## src/rtl/axi_stream_pkg.sv

```systemverilog
// Shared types, constants and byte-count helpers for the AXI-Stream header
// removal path.
//
// Contents:
//   DATA_WD, DATA_BYTE_WD, BYTE_CNT_WD  stream geometry
//   RES_WD                              residue width (one byte less than a beat)
//   BEAT_BYTES                          bytes per beat as a count-width value
//   state_e                             HEAD / BODY / FLUSH
//   keep2cnt, cnt2keep, keep2mask       MSB-contiguous keep helpers
package axi_stream_pkg;

  localparam int unsigned DATA_WD      = 32;
  localparam int unsigned DATA_BYTE_WD = DATA_WD / 8;
  localparam int unsigned BYTE_CNT_WD  = 3;

  // The residue never holds a full beat, so one byte less is enough.
  localparam int unsigned RES_WD = DATA_WD - 8;

  localparam logic [BYTE_CNT_WD-1:0] BEAT_BYTES = BYTE_CNT_WD'(DATA_BYTE_WD);

  typedef enum logic [1:0] {
    HEAD,
    BODY,
    FLUSH
  } state_e;

  // Number of enabled bytes in an MSB-contiguous keep.
  function automatic logic [BYTE_CNT_WD-1:0] keep2cnt(input logic [DATA_BYTE_WD-1:0] keep);
    logic [BYTE_CNT_WD-1:0] cnt;
    cnt = '0;
    for (int i = 0; i < DATA_BYTE_WD; i++) begin
      cnt = cnt + BYTE_CNT_WD'(keep[i]);
    end
    return cnt;
  endfunction

  // MSB-contiguous keep with cnt ones.
  function automatic logic [DATA_BYTE_WD-1:0] cnt2keep(input logic [BYTE_CNT_WD-1:0] cnt);
    logic [DATA_BYTE_WD-1:0] keep;
    keep = '0;
    for (int i = 0; i < DATA_BYTE_WD; i++) begin
      keep[DATA_BYTE_WD-1-i] = (BYTE_CNT_WD'(i) < cnt);
    end
    return keep;
  endfunction

  // Expand byte enables into a bit mask.
  function automatic logic [DATA_WD-1:0] keep2mask(input logic [DATA_BYTE_WD-1:0] keep);
    logic [DATA_WD-1:0] mask;
    mask = '0;
    for (int i = 0; i < DATA_BYTE_WD; i++) begin
      mask[8*i +: 8] = {8{keep[i]}};
    end
    return mask;
  endfunction

endpackage

```

## src/rtl/axi_stream_byte_shifter.sv

```systemverilog
// Combinational merge of a residue (res_cnt bytes, MSB-aligned) with an
// incoming beat (MSB-contiguous keep). The combined byte stream is residue
// followed by beat; the first DATA_BYTE_WD bytes form out_word, the rest
// become the new residue.
//
// Ports:
//   res_data, res_cnt    current residue bytes (unused bytes must be 0) and count
//   beat_data, beat_keep incoming beat and its byte enables
//   out_word, out_keep   first beat worth of combined bytes, unused bytes 0
//   new_res, new_cnt     bytes left over after out_word
//   total_cnt            residue + beat byte count
module axi_stream_byte_shifter
  import axi_stream_pkg::*;
(
  input  logic [RES_WD-1:0]       res_data,
  input  logic [BYTE_CNT_WD-1:0]  res_cnt,
  input  logic [DATA_WD-1:0]      beat_data,
  input  logic [DATA_BYTE_WD-1:0] beat_keep,
  output logic [DATA_WD-1:0]      out_word,
  output logic [DATA_BYTE_WD-1:0] out_keep,
  output logic [RES_WD-1:0]       new_res,
  output logic [BYTE_CNT_WD-1:0]  new_cnt,
  output logic [BYTE_CNT_WD-1:0]  total_cnt
);

  localparam int unsigned CombWd = DATA_WD + RES_WD;

  logic [CombWd-1:0]      res_ext;
  logic [CombWd-1:0]      beat_ext;
  logic [CombWd-1:0]      comb_word;
  logic [BYTE_CNT_WD-1:0] beat_cnt;

  always_comb begin
    beat_cnt  = keep2cnt(beat_keep);
    total_cnt = res_cnt + beat_cnt;

    // Place the residue at the top and slide the masked beat down behind it.
    res_ext   = {res_data, {DATA_WD{1'b0}}};
    beat_ext  = {beat_data & keep2mask(beat_keep), {RES_WD{1'b0}}} >> {res_cnt, 3'b000};
    comb_word = res_ext | beat_ext;

    out_word = comb_word[CombWd-1 -: DATA_WD];
    new_res  = comb_word[RES_WD-1:0];

    if (total_cnt > BEAT_BYTES) begin
      out_keep = '1;
      new_cnt  = total_cnt - BEAT_BYTES;
    end else begin
      out_keep = cnt2keep(total_cnt);
      new_cnt  = '0;
    end
  end

endmodule

```

## src/rtl/axi_stream_remove_header.sv

```systemverilog
// Strips the first N (0..4) bytes of each AXI-Stream packet onto a separate
// header channel and re-packs the remaining payload densely, MSB-first, onto
// the master stream.
//
// Ports:
//   clk, rst                          clock, asynchronous active-high reset
//   valid_in, data_in, keep_in,
//   last_in, ready_in                 slave stream (ready_in is an output)
//   byte_remove_cnt                   header length, sampled on packet start,
//                                     values above 4 clamp to 4
//   valid_hdr, data_hdr, keep_hdr,
//   ready_hdr                         header channel (one beat per packet, N>0)
//   valid_out, data_out, keep_out,
//   last_out, ready_out               payload master stream
// All hdr/out outputs are registered and held while valid && !ready.
module axi_stream_remove_header
  import axi_stream_pkg::*;
(
  input  logic                    clk,
  input  logic                    rst,

  input  logic                    valid_in,
  input  logic [DATA_WD-1:0]      data_in,
  input  logic [DATA_BYTE_WD-1:0] keep_in,
  input  logic                    last_in,
  output logic                    ready_in,

  input  logic [BYTE_CNT_WD-1:0]  byte_remove_cnt,

  output logic                    valid_hdr,
  output logic [DATA_WD-1:0]      data_hdr,
  output logic [DATA_BYTE_WD-1:0] keep_hdr,
  input  logic                    ready_hdr,

  output logic                    valid_out,
  output logic [DATA_WD-1:0]      data_out,
  output logic [DATA_BYTE_WD-1:0] keep_out,
  output logic                    last_out,
  input  logic                    ready_out
);

  state_e                  state_q, state_d;
  logic [RES_WD-1:0]       res_q, res_d;
  logic [BYTE_CNT_WD-1:0]  res_cnt_q, res_cnt_d;

  logic                    out_free, hdr_free, fire;

  // Packet-start decode.
  logic [BYTE_CNT_WD-1:0]  n_clamp;
  logic [BYTE_CNT_WD-1:0]  in_cnt;
  logic [BYTE_CNT_WD-1:0]  hdr_cnt;
  logic [BYTE_CNT_WD-1:0]  pay_cnt;
  logic [DATA_WD-1:0]      in_masked;
  logic [DATA_WD-1:0]      head_shifted;

  // Residue merge.
  logic [DATA_WD-1:0]      sh_word;
  logic [DATA_BYTE_WD-1:0] sh_keep;
  logic [RES_WD-1:0]       sh_res;
  logic [BYTE_CNT_WD-1:0]  sh_new_cnt;
  logic [BYTE_CNT_WD-1:0]  sh_total;

  // Next values for the output registers.
  logic                    emit_out;
  logic [DATA_WD-1:0]      out_word_d;
  logic [DATA_BYTE_WD-1:0] out_keep_d;
  logic                    out_last_d;
  logic                    emit_hdr;
  logic [DATA_WD-1:0]      hdr_word_d;
  logic [DATA_BYTE_WD-1:0] hdr_keep_d;

  assign out_free = !valid_out || ready_out;
  assign hdr_free = !valid_hdr || ready_hdr;
  assign ready_in = !rst && out_free && hdr_free && (state_q != FLUSH);
  assign fire     = valid_in && ready_in;

  always_comb begin
    n_clamp      = (byte_remove_cnt > BEAT_BYTES) ? BEAT_BYTES : byte_remove_cnt;
    in_cnt       = keep2cnt(keep_in);
    in_masked    = data_in & keep2mask(keep_in);
    hdr_cnt      = (n_clamp < in_cnt) ? n_clamp : in_cnt;
    pay_cnt      = (in_cnt > n_clamp) ? (in_cnt - n_clamp) : '0;
    // Shifting by 4 bytes leaves nothing, which is exactly the N=4 case.
    head_shifted = in_masked << {n_clamp, 3'b000};
    hdr_word_d   = in_masked & keep2mask(cnt2keep(hdr_cnt));
    hdr_keep_d   = cnt2keep(hdr_cnt);
  end

  axi_stream_byte_shifter u_shifter (
    .res_data  (res_q),
    .res_cnt   (res_cnt_q),
    .beat_data (data_in),
    .beat_keep (keep_in),
    .out_word  (sh_word),
    .out_keep  (sh_keep),
    .new_res   (sh_res),
    .new_cnt   (sh_new_cnt),
    .total_cnt (sh_total)
  );

  always_comb begin
    state_d    = state_q;
    res_d      = res_q;
    res_cnt_d  = res_cnt_q;
    emit_out   = 1'b0;
    out_word_d = '0;
    out_keep_d = '0;
    out_last_d = 1'b0;
    emit_hdr   = 1'b0;

    unique case (state_q)
      HEAD: begin
        if (fire) begin
          emit_hdr = (hdr_cnt != '0);
          if (last_in) begin
            // Single-beat packet: whatever is left after the header goes out now.
            emit_out   = (pay_cnt != '0);
            out_word_d = head_shifted;
            out_keep_d = cnt2keep(pay_cnt);
            out_last_d = 1'b1;
            res_d      = '0;
            res_cnt_d  = '0;
          end else if (n_clamp == '0) begin
            emit_out   = 1'b1;
            out_word_d = data_in;
            out_keep_d = keep_in;
            res_d      = '0;
            res_cnt_d  = '0;
            state_d    = BODY;
          end else begin
            // Bytes after the header wait in the residue (none when N=4).
            res_d     = head_shifted[DATA_WD-1 -: RES_WD];
            res_cnt_d = BEAT_BYTES - n_clamp;
            state_d   = BODY;
          end
        end
      end

      BODY: begin
        if (fire) begin
          emit_out   = (sh_total != '0);
          out_word_d = sh_word;
          out_keep_d = sh_keep;
          if (last_in && (sh_total > BEAT_BYTES)) begin
            res_d     = sh_res;
            res_cnt_d = sh_new_cnt;
            state_d   = FLUSH;
          end else if (last_in) begin
            out_last_d = 1'b1;
            res_d      = '0;
            res_cnt_d  = '0;
            state_d    = HEAD;
          end else begin
            res_d     = sh_res;
            res_cnt_d = sh_new_cnt;
          end
        end
      end

      FLUSH: begin
        if (out_free) begin
          emit_out   = 1'b1;
          out_word_d = {res_q, {(DATA_WD - RES_WD){1'b0}}};
          out_keep_d = cnt2keep(res_cnt_q);
          out_last_d = 1'b1;
          res_d      = '0;
          res_cnt_d  = '0;
          state_d    = HEAD;
        end
      end

      default: state_d = HEAD;
    endcase
  end

  always_ff @(posedge clk or posedge rst) begin
    if (rst) begin
      state_q   <= HEAD;
      res_q     <= '0;
      res_cnt_q <= '0;
      valid_hdr <= 1'b0;
      data_hdr  <= '0;
      keep_hdr  <= '0;
      valid_out <= 1'b0;
      data_out  <= '0;
      keep_out  <= '0;
      last_out  <= 1'b0;
    end else begin
      state_q   <= state_d;
      res_q     <= res_d;
      res_cnt_q <= res_cnt_d;

      // emit_* can only be set while the matching register is free.
      if (out_free) begin
        valid_out <= emit_out;
        if (emit_out) begin
          data_out <= out_word_d;
          keep_out <= out_keep_d;
          last_out <= out_last_d;
        end
      end

      if (hdr_free) begin
        valid_hdr <= emit_hdr;
        if (emit_hdr) begin
          data_hdr <= hdr_word_d;
          keep_hdr <= hdr_keep_d;
        end
      end
    end
  end

endmodule

```

## config.mk

```make
export PLATFORM = sky130hd
export DESIGN_NAME = axi_stream_remove_header
export DESIGN_NICKNAME = d
export VERILOG_FILES = /design/src/rtl/axi_stream_pkg.sv /design/src/rtl/axi_stream_byte_shifter.sv /design/src/rtl/axi_stream_remove_header.sv
export SDC_FILE = /design/constraint.sdc
export NUM_CORES = 1
export LEC_CHECK = 0
export ABC_AREA = 1
export CORE_MARGIN = 2
export CORE_UTILIZATION = 30
export CTS_CLUSTER_DIAMETER = 150
export DETAILED_ROUTE_END_ITERATION = 6
export GPL_TIMING_DRIVEN = 1
export PLACE_DENSITY = 0.51
export SLEW_MARGIN = 5
export SYNTH_ARGS = -nofsm -noshare
export SYNTH_HDL_FRONTEND = slang
export SYNTH_HIERARCHICAL = 1
export SYNTH_SLANG_ARGS = --single-unit
```

## constraint.sdc

```tcl
create_clock -name clk -period 4.3 [get_ports clk]
set_input_delay 0.86 -clock clk [delete_from_list [all_inputs] [get_ports clk]]
set_output_delay 0.86 -clock clk [all_outputs]
set_load 0.005 [all_outputs]
```

==> results of run 1 <==
==> cell type report <==
class / instances / area, µm²
fill: 3066 / 17800
multi-input combinational: 1028 / 4990
sequential: 104 / 2600
timing repair buffer: 150 / 1480
tap: 378 / 473
inverter: 101 / 393
clock buffer: 9 / 225
clock inverter: 7 / 62.6
==> metal layers <==
layer | track usage (%) | routed length (µm) | up-vias
li1 | - | - | 4459
met1 | 30.6 | 15000 | 4514
met2 | 37.5 | 16200 | 419
met3 | 3.61 | 2520 | 59
met4 | 7.91 | 1020 | 0
met5 | 0 | 0 | -
==> kinds of logic (layout without fill, tap and decap cells) <==
logic type | Yosys count | count (layout)
adder cells (fa/ha/maj) | 15 | 15
AO/OA/AOI/OAI | 230 | 230
flip-flops | 104 | 104
buffers and inverters | 197 | 267
other | 1 | 1
AND/OR/NAND/NOR | 782 | 782
==> where the power goes <==
part,switching (µW),internal [µW]
combinational,2220,1360
clock,444,406
sequential,240,1350
==> layout by cell type, fill, tap and decap left out, types with 7 or more instances in the layout <==
cell type	instances
o21ai_0	54
clkdlybuf4s50_1	120
nand3_2	8
o21ai_2	10
a21oi_1	72
nor2_1	43
inv_2	7
a2bb2oi_1	16
o21bai_1	8
o21ai_1	19
nand2_2	27
nand2_1	501
nand3_1	174
o22ai_1	7
a22oi_1	8
inv_1	89
or2_2	8
o211ai_1	12
a21boi_0	7
o31ai_1	8
dfrtp_1	104
clkbuf_16	9
ha_1	11
buf_4	26
nand4_1	10
==> through the flow <==
stage | total power [µW] | std cells
2_1_floorplan | 3980 | 1329
3_3_place_gp | 5150 | 1761
3_5_place_dp | 5170 | 1761
4_1_cts | 6050 | 1777
5_1_grt | 6500 | 1777
6_report | 6030 | 1777
==> worst max-delay path: stages <==
cell             delay (ns)
clkdlybuf4s50_1        0.46
buf_4                  0.17
fa_1                   0.57
ha_1                   0.17
inv_1                  0.04
nand2_1                0.05
nand2_1                0.09
inv_1                  0.12
nand2_2                0.09
nand2_1                0.07
inv_1                  0.06
ha_1                   0.19
inv_1                  0.07
nand2_1                0.05
nand2_1                0.06
nand2_1                0.08
o31ai_2                0.24
nand3_1                0.10
nand2_1                0.09
nand2_2                0.08
nand2_2                0.08
buf_12                 0.24
nand2_1                0.09
nand2_1                0.06
==> how the worst max path moves through the flow <==
| stage | cells after the start | endpoint | slack, ns |
|---|---|---|---|
| 6_report | 24 | data_out[30] | 0.40 |
| 4_1_cts | 24 | data_out[28] | 0.40 |
| 2_1_floorplan | 9 | res_q[0] | 0.52 |
| 3_5_place_dp | 24 | data_out[19] | 0.03 |
| 3_3_place_gp | 24 | data_out[20] | 0.1 |
| 5_1_grt | 24 | data_out[28] | 0.08 |
==> flip-flops by register name, indices dropped and copies added (netlist names) <==
register / cells
data_hdr: 32
data_out: 32
keep_hdr: 4
keep_out: 4
last_out: 1
res_cnt_q: 3
res_q: 24
state_q: 2
valid_hdr: 1
valid_out: 1
==> run_results.csv, run 1 <==
group,metric,value,unit
outcome,status,"completed",
logic_synthesis,async_flop_share,100,%
timing,slew_headroom,22.0,%
cells_and_area,syn2layout_area_growth,19.1,%
clock_tree,cts_max_path_buffers,2,
flow_run,drv_cap,0,
worst_setup_path,start_kind,"primary input",
detailed_routing,vias_per_cell,5.32,
clock_tree,hold_buffers,0,
worst_setup_path,r2r_end,"res_q[12]",
placed_design,hpwl,24.9,mm
placed_design,pre_cts_ws,0.0301,ns
worst_setup_path,cp.arrival,4.21,ns
global_routing,grt_pass1_wl,53.6,mm
cells_and_area,drive_above_1_share,8.36,%
floorplan,placementRows,61,
placed_design,port_buffers,120,
logic_synthesis,synthFlopType,"dfrtp_1",
logic_synthesis,synth.most_common_cell,"nand2_1",
hold_path,min_from,"data_hdr[6]",
clock_tree,cts_tree,"yes",
pwr,p_leak,0.00501,µW
pwr,vdd_drop_max,0.238,mV
logic_synthesis,synth_compound_area_share,16.2,%
logic_synthesis,seq_area_frac_synth,30.3,%
timing,fin_crit_sh,90.7,%
worst_setup_path,cp_max_fo,38,
global_routing,track_usage,22.9,%
logic_synthesis,synth_top_cell_by_area,"dfrtp_1",
logic_synthesis,syn_area,8580,µm²
global_routing,grt-ovfl-total,0,
cells_and_area,final_area,10200,µm²
timing,setup_tns,0,ns
logic_synthesis,ys_types,44,
detailed_routing,drc,0,
cells_and_area,fin_nets,1454,
floorplan,dieArea,30000,µm²
placed_design,postPlaceCellArea,9930,µm²
detailed_routing,ant_nets,0,
detailed_routing,dr.pass1.iters,5,
timing,period_needed,3.90,ns
timing,worst_pin_slew,1.17,ns
logic_synthesis,synth_top_area_share,30.3,%
timing,finalHoldViolCount,0,
cells_and_area,num_antenna_cells,0,
clock_tree,postCtsSetupRepairBufs,0,
detailed_routing,vias,9451,
detailed_routing,wl_per_cell,19.5,µm
floorplan,die_h,173,µm
worst_setup_path,crit_required,4.61,ns
logic_synthesis,ys_ff_latch,104,
timing,finClkSkew,0.0107,ns
floorplan,io_pins,121,
pwr,p_per_area,590,nW/µm²
logic_synthesis,synth_warnings,6,
worst_setup_path,crit-reg2reg-launch,"res_cnt_q[0]",
logic_synthesis,synth_top_family_by_area,"simple AND/OR/NAND/NOR gates",
floorplan,start_util,30.6,%
worst_setup_path,endpoint_kind,"register",
floorplan,core,28000,µm²
placed_design,gp_congestion,0.922,
logic_synthesis,synth_area_per_cell,6.46,µm²
hold_path,whs_endpoint,"data_hdr[6]",
worst_setup_path,crit_type,"primary input to register",
timing,worst_hold_slack,0.482,ns
global_routing,grt_max_degree,62,
hold_path,hp-class,"register to register",
cells_and_area,final_util,36.5,%
timing,setup_viol,0,
floorplan,die_x,173,µm
global_routing,grt_pass1_vias,9071,
clock_tree,root_buffer,"clkbuf_16",
logic_synthesis,synth-simple-area-share,39.3,%
timing,slew_viol_final,0,
worst_setup_path,rrSetupSlack,1.00,ns
logic_synthesis,synth.top_cells.by_area,"dfrtp_1, nand2_1, nand3_1",
logic_synthesis,synth_edf_count,0,
timing,rsz0062_at_grt,"no",
clock_tree,post_cts_resized,0,
clock_tree,clock_sinks,104,
worst_setup_path,ff2ff_path_depth,12,
clock_tree,htree_levels,3,
timing,final.setup.worst_slack,0.401,ns
clock_tree,clk_latency,0.37,ns
logic_synthesis,synth_commonest_cells,"nand2_1, nand3_1, dfrtp_1",
clock_tree,cts-buffers-inserted,9,
hold_path,min_path_cells,2,
worst_setup_path,critPathLaunch,"keep_in[0]",
clock_tree,clk_pin_slew,0.08,ns
logic_synthesis,synthXorXnorAreaFrac,0,%
timing,max_freq,256,MHz
detailed_routing,totalWireLength,34.7,mm
detailed_routing,drt_iter0_drc,1346,
logic_synthesis,synthAdderAreaFrac,2.54,%
logic_synthesis,synthMuxAreaShare,0,%
logic_synthesis,synth_nets,1389,
logic_synthesis,synth_cells,1329,
global_routing,antenna_found_initial,0,
Power figures use the tool's default switching activity.
==> inputs of run 2 (changes only) <==
--- a/config.mk
+++ b/config.mk
@@ -10,7 +10,7 @@
 export CORE_UTILIZATION = 30
 export CTS_CLUSTER_DIAMETER = 150
 export DETAILED_ROUTE_END_ITERATION = 6
-export GPL_TIMING_DRIVEN = 1
+export GPL_TIMING_DRIVEN = 0
 export PLACE_DENSITY = 0.51
 export SLEW_MARGIN = 5
 export SYNTH_ARGS = -nofsm -noshare
==> constraint.sdc (replaced) <==
create_clock -name clk -period 4.3 [get_ports clk]
set_input_delay 1.075 -clock clk [delete_from_list [all_inputs] [get_ports clk]]
set_output_delay 1.075 -clock clk [all_outputs]
set_load 0.1 [all_outputs]
==> run 2 against run 1 <==
Against the previous run:
- sequential cell count is the same
- total power grew 37%
- die area is the same
- combinational power grew 60%
==> run_results.csv, run 2 (synthesis results as in run 1) <==
group,metric,value,unit
outcome,status,"completed",
detailed_routing,drt_iter0_drc,1116,
hold_path,whs_endpoint,"data_out[14]",
detailed_routing,vias_per_cell,5.34,
detailed_routing,drc,0,
pwr,p_leak,0.00527,µW
cells_and_area,nFillCells,3124,
timing,finClkSkew,0.0194,ns
cells_and_area,final_cell_mix,"nand2_1, nand3_1, clkdlybuf4s50_1",
worst_setup_path,critPathBufInv,2,
timing,setup_tns,0,ns
placed_design,postPlaceCellArea,10300,µm²
worst_setup_path,crit-reg2reg-launch,"res_cnt_q[0]",
worst_setup_path,rrSetupSlack,0.76,ns
floorplan,core,28000,µm²
detailed_routing,vias,9874,
pwr,p_int,3350,µW
pwr,swShare,59.6,%
pwr,vdd_drop_max,0.458,mV
cells_and_area,final_util,38.1,%
clock_tree,clk_pin_slew,0.09,ns
pwr,p_clk_share,11.3,%
cells_and_area,num_antenna_cells,0,
clock_tree,root_buffer,"clkbuf_16",
worst_setup_path,ff2ff_path_depth,12,
worst_setup_path,cp.arrival,4.39,ns
timing,max_freq,243,MHz
placed_design,gp_congestion,0.985,
placed_design,hpwl,33.6,mm
clock_tree,clock_sinks,104,
floorplan,start_util,30.6,%
cells_and_area,layout_commonest_cell,"nand2_1",
global_routing,use_met3,6.18,%
cells_and_area,drive_above_1_share,10.5,%
clock_tree,cts-buffers-inserted,9,
global_routing,grt_pass1_wl,61.7,mm
timing,period_needed,4.11,ns
placed_design,port_buffers,120,
cells_and_area,fin_nets,1526,
worst_setup_path,cp_max_fo,10,
hold_path,hp-class,"register to register",
cells_and_area,final_area,10700,µm²
global_routing,grt.met2_usage,43.3,%
timing,slew_viol_final,0,
global_routing,antenna_found_initial,0,
timing,slew_headroom,32.1,%
placed_design,placed_cells,1829,
pwr,combPwrFrac,69.3,%
timing,worst_pin_slew,1.02,ns
timing,finalHoldViolCount,0,
worst_setup_path,crit_required,4.58,ns
worst_setup_path,cpPeakStageDelay,0.50,ns
global_routing,grt_pass1_vias,9573,
clock_tree,hold_buffers,0,
detailed_routing,dr.pass1.iters,6,
pwr,p_sw,4940,µW
worst_setup_path,path_cells,"dlygate4sd2_1, fa_1, fa_1, fa_1, or2_1, nand2_1, nand2_1, nor2_1, a21oi_1, nor2_4, clkbuf_4, a21oi_1, a22oi_1",
worst_setup_path,r2r_end,"res_q[18]",
floorplan,dieArea,30000,µm²
worst_setup_path,crit_family,"adder cells",
hold_path,min_path_cells,2,
timing,setup_viol,0,
clock_tree,htree_levels,3,
detailed_routing,totalWireLength,42.5,mm
cells_and_area,stdcell_count,1849,
timing,rsz0062_at_grt,"no",
floorplan,placementRows,61,
floorplan,die_h,173,µm
flow_run,drv_cap,0,
global_routing,grt.busiest_layer,"met2",
pwr,p_per_area,776,nW/µm²
worst_setup_path,endpoint_kind,"register",
global_routing,grt_use_met1,37.5,%
hold_path,min_from,"data_out[14]",
worst_setup_path,slowest_stage,"fa_1",
pwr,seqPwrFrac,19.4,%
cells_and_area,syn2layout_area_growth,24.5,%
floorplan,die_x,173,µm
worst_setup_path,crit_type,"primary input to register",
detailed_routing,ant_nets,0,
global_routing,grt_max_degree,38,
clock_tree,clk_latency,0.38,ns
cells_and_area,top_regs,"data_hdr (32), data_out (32), res_q (24)",
floorplan,io_pins,121,
worst_setup_path,crit_top_cell,"fa_1",
clock_tree,cts_tree,"yes",
global_routing,track_usage,27.9,%
timing,fin_crit_sh,95.6,%
clock_tree,cts_max_path_buffers,2,
worst_setup_path,start_kind,"primary input",
detailed_routing,wl_per_cell,23.0,µm
global_routing,grt-ovfl-total,0,
[run 2: how the worst max path moves through the flow]
stage / startpoint / endpoint / slack, ns / cells after the start
floorplan: rst / data_out[10] / 0.04 / 12
global placement: rst / ready_in / -2.16 / 5
detailed placement: keep_in[2] / res_q[18] / -0.92 / 13
CTS: keep_in[3] / data_out[23] / 0.04 / 22
global route: byte_remove_cnt[1] / keep_out[3] / 0.03 / 16
finish: keep_in[2] / res_q[18] / 0.19 / 13
[run 2: cell type report]
cell class	count	area (µm²)	area share, %
buffer	96	609	5.70
clock buffer	9	225	2.11
clock inverter	7	96.3	0.902
inverter	101	393	3.68
multi-input combinational	1028	5010	46.9
sequential	104	2600	24.4
tap	378	473	4.43
timing repair buffer	125	1270	11.9
timing repair inverter	1	5.00	0.0469
[run 2: worst register-to-register path, stage by stage, from the launching register on]
cell      delay [ns]
dfrtp_1         0.52
fa_1            0.53
fa_1            0.42
fa_1            0.40
or2_1           0.25
nand2_1         0.12
nand2_1         0.06
nor2_1          0.16
a21oi_1         0.11
nor2_4          0.26
clkbuf_4        0.26
a21oi_1         0.16
a22oi_1         0.19
[run 2: what timing repair did]
action                     4_1_cts  5_1_grt
setup endpoints to repair       27       65
resized for setup                8        9
cloned                           1        0
pin swaps                        0        1
setup buffers                    1        2
[run 2: power by group through the flow]
stage / registers (µW) / logic (µW) / clock network (µW)
after floorplan: 3200 / 2430 / 0
final: 1610 / 5740 / 938
after global placement: 1620 / 5670 / 0
after detailed placement: 1620 / 5660 / 0
after global routing: 1650 / 6100 / 993
after CTS: 1600 / 5680 / 959
[run 2: metrics by stage]
step / hold WS [ns] / power [µW] / setup slack, ns
2_1_floorplan: 0.523 / 5630 / 0.0379
3_3_place_gp: 0.451 / 7290 / -2.16
3_5_place_dp: 0.457 / 7280 / -0.922
4_1_cts: 0.480 / 8250 / 0.0438
5_1_grt: 0.490 / 8750 / 0.0268
6_report: 0.479 / 8290 / 0.191
[run 2: per-layer routing]
metal  wire, µm  vias to the layer above
met5          0                        -
li1           -                     4602
met4       1950                        0
met3       3360                       95
met2      18700                      449
met1      18500                     4728
==> inputs of run 3 (changes only) <==
--- a/config.mk
+++ b/config.mk
@@ -10,10 +10,8 @@
 export CORE_UTILIZATION = 30
 export CTS_CLUSTER_DIAMETER = 150
 export DETAILED_ROUTE_END_ITERATION = 6
-export GPL_TIMING_DRIVEN = 0
-export PLACE_DENSITY = 0.51
+export PLACE_DENSITY = 0.52
 export SLEW_MARGIN = 5
 export SYNTH_ARGS = -nofsm -noshare
 export SYNTH_HDL_FRONTEND = slang
-export SYNTH_HIERARCHICAL = 1
 export SYNTH_SLANG_ARGS = --single-unit
==> constraint.sdc (replaced) <==
create_clock -name clk -period 4.3 [get_ports clk]
set_input_delay 0.43 -clock clk [delete_from_list [all_inputs] [get_ports clk]]
set_output_delay 0.43 -clock clk [all_outputs]
set_load 0.1 [all_outputs]
==> run 3 against run 2 <==
Against the previous run:
- register-to-register slack better by 0.48 ns
- worst hold slack worse by 0.0067 ns
- utilization is 0.55 points lower
- sequential share of layout area is 3.4 points higher
- critical endpoint is now data_out[27]
- critical path depth is 6 higher
- critical path type unchanged
- sequential cell count stayed put
- total power is 14% lower
==> run_results.csv, run 3 <==
group,metric,value,unit
clock_tree,cts-buffers-inserted,9,
placed_design,hpwl,23.1,mm
clock_tree,cts_tree,"yes",
timing,period_needed,3.67,ns
worst_setup_path,endpoint_kind,"register",
cells_and_area,layout_commonest_cell,"nand2_1",
logic_synthesis,synth_nets,1250,
global_routing,grt.met2_usage,34.9,%
pwr,power.total,7150,µW
worst_setup_path,crit_type,"primary input to register",
global_routing,grt_pass1_vias,7782,
timing,finalHoldViolCount,0,
logic_synthesis,synth_area_per_cell,6.35,µm²
clock_tree,hold_buffers,0,
floorplan,io_pins,121,
clock_tree,clock_sinks,104,
hold_path,min_from,"keep_out[0]",
worst_setup_path,crit-reg2reg-launch,"res_cnt_q[1]",
logic_synthesis,synth_cells,1190,
outcome,status,"completed",
detailed_routing,wl_per_cell,19.1,µm
clock_tree,clk_latency,0.37,ns
clock_tree,clk_pin_slew,0.08,ns
flow_run,drv_cap,0,
placed_design,placed_cells,1597,
timing,setup_tns,0,ns
logic_synthesis,synth.top_cells.by_area,"dfrtp_1, nand2_1, o21ai_0",
detailed_routing,drt_iter0_drc,913,
placed_design,gp_congestion,1.03,
cells_and_area,syn2layout_area_growth,24.2,%
global_routing,grt-ovfl-total,0,
timing,rsz0062_at_grt,"no",
logic_synthesis,synth_top_cell_by_area,"dfrtp_1",
worst_setup_path,cp.arrival,3.93,ns
timing,worst_hold_slack,0.472,ns
placed_design,port_buffers,120,
clock_tree,htree_levels,3,
clock_tree,cts_max_path_buffers,2,
detailed_routing,drc,0,
global_routing,grt_max_degree,61,
worst_setup_path,endpoint,"data_out[27]",
global_routing,grt.busiest_layer,"met1",
worst_setup_path,ff2ff_path_depth,7,
pwr,p_per_area,762,nW/µm²
floorplan,dieArea,26500,µm²
logic_synthesis,synth.most_common_cell,"nand2_1",
worst_setup_path,cp_max_fo,37,
logic_synthesis,syn_area,7550,µm²
detailed_routing,vias,8239,
worst_setup_path,start_kind,"primary input",
pwr,seqPwrFrac,21.8,%
global_routing,grt_use_met1,35.1,%
detailed_routing,dr.pass1.iters,6,
logic_synthesis,synth_warnings,0,
logic_synthesis,async_flop_share,100,%
detailed_routing,totalWireLength,30.8,mm
worst_setup_path,r2r_end,"res_q[16]",
logic_synthesis,synth_top_area_share,34.5,%
cells_and_area,top_regs,"data_hdr (32), data_out (32), res_q (24)",
global_routing,antenna_found_initial,1,
timing,fin_crit_sh,85.3,%
clock_tree,post_cts_resized,0,
logic_synthesis,ys_types,34,
cells_and_area,final_util,37.6,%
cells_and_area,num_antenna_cells,0,
pwr,p_sw,4240,µW
worst_setup_path,crit_required,4.56,ns
global_routing,track_usage,23.6,%
cells_and_area,nFillCells,2766,
floorplan,die_x,163,µm
floorplan,start_util,30.3,%
detailed_routing,vias_per_cell,5.11,
logic_synthesis,ys_ff_latch,104,
detailed_routing,ant_nets,0,
timing,max_freq,273,MHz
pwr,p_leak,0.00457,µW
timing,finClkSkew,0.0165,ns
pwr,p_clk_share,13.3,%
cells_and_area,seqCellArea,2600,µm²
hold_path,hp-class,"register to register",
timing,slew_headroom,28.5,%
cells_and_area,drive_above_1_share,4.83,%
global_routing,grt_pass1_wl,47.3,mm
timing,slew_viol_final,0,
global_routing,use_met3,3.74,%
pwr,p_int,2910,µW
timing,setup_viol,0,
pwr,combPwrFrac,64.9,%
logic_synthesis,seq_area_frac_synth,34.5,%
timing,worst_pin_slew,1.07,ns
cells_and_area,fin_nets,1338,
cells_and_area,multi_input_area,4190,µm²
logic_synthesis,synth_commonest_cells,"nand2_1, o21ai_0, inv_1",
logic_synthesis,synth_edf_count,0,
clock_tree,postCtsSetupRepairBufs,0,
worst_setup_path,critPathLaunch,"keep_in[0]",
pwr,swShare,59.3,%
logic_synthesis,synthFlopType,"dfrtp_1",
worst_setup_path,rrSetupSlack,1.24,ns
floorplan,core,25000,µm²
pwr,vdd_drop_max,0.509,mV
floorplan,placementRows,58,
cells_and_area,final_cell_mix,"nand2_1, o21ai_0, clkdlybuf4s50_1",
cells_and_area,stdcell_count,1613,
floorplan,die_h,163,µm
clock_tree,root_buffer,"clkbuf_16",
-- run 3: worst max-delay path, cell delays in order --
cell             delay, ns
clkdlybuf4s50_1       0.45
fa_1                  0.52
ha_1                  0.21
ha_1                  0.35
inv_1                 0.10
fa_1                  0.42
inv_1                 0.07
nand3_1               0.07
nand2_1               0.06
inv_1                 0.06
o31ai_1               0.33
nand2_1               0.12
nand2_1               0.08
nand2_1               0.05
nand2_1               0.06
nand2_1               0.07
buf_4                 0.26
nand3_1               0.15
nand2_1               0.06
-- run 3: how the worst min path moves through the flow --
stage | to | depth (start not counted) | slack [ns]
global route | data_out[3] | 2 | 0.50
CTS | data_out[10] | 2 | 0.48
floorplan | res_q[16] | 2 | 0.45
detailed placement | keep_out[0] | 2 | 0.46
finish | keep_out[0] | 2 | 0.47
global placement | data_out[24] | 2 | 0.46
-- run 3: cell type report --
cell class                 count  share of cell area, %
timing repair buffer         145                   15.2
sequential                   104                   27.7
multi-input combinational    906                   44.7
clock inverter                 7                   1.07
clock buffer                   9                   2.40
tap                          330                   4.40
inverter                     112                   4.52
-- run 3: metrics by stage --
step	cell area (µm²)	setup slack, ns
floorplan	7560	0.264
global placement	9060	0.306
detailed placement	9060	0.300
CTS	9380	0.676
global route	9380	0.363
finish	9380	0.633
-- run 3: layer usage --
layer,vias to the layer above,wire length (µm)
met4,0,922
met3,53,2360
met5,-,0
met1,3810,14500
met2,350,13000
li1,4026,-
-- run 3: logic make-up after synthesis --
logic type,after synthesis,synth area share (%)
compound gates,280,20.6
simple gates,611,32.2
flops,104,34.5
buf+inv,180,10.0
fa+ha+maj,15,2.78
-- run 3: power groups by stage --
stage / clock, µW / sequential [µW] / combinational [µW]
final: 953 / 1560 / 4640
after global routing: 1010 / 1610 / 4980
after CTS: 973 / 1560 / 4610
after detailed placement: 0 / 1570 / 4600
after global placement: 0 / 1580 / 4580
after floorplan: 0 / 3130 / 1820
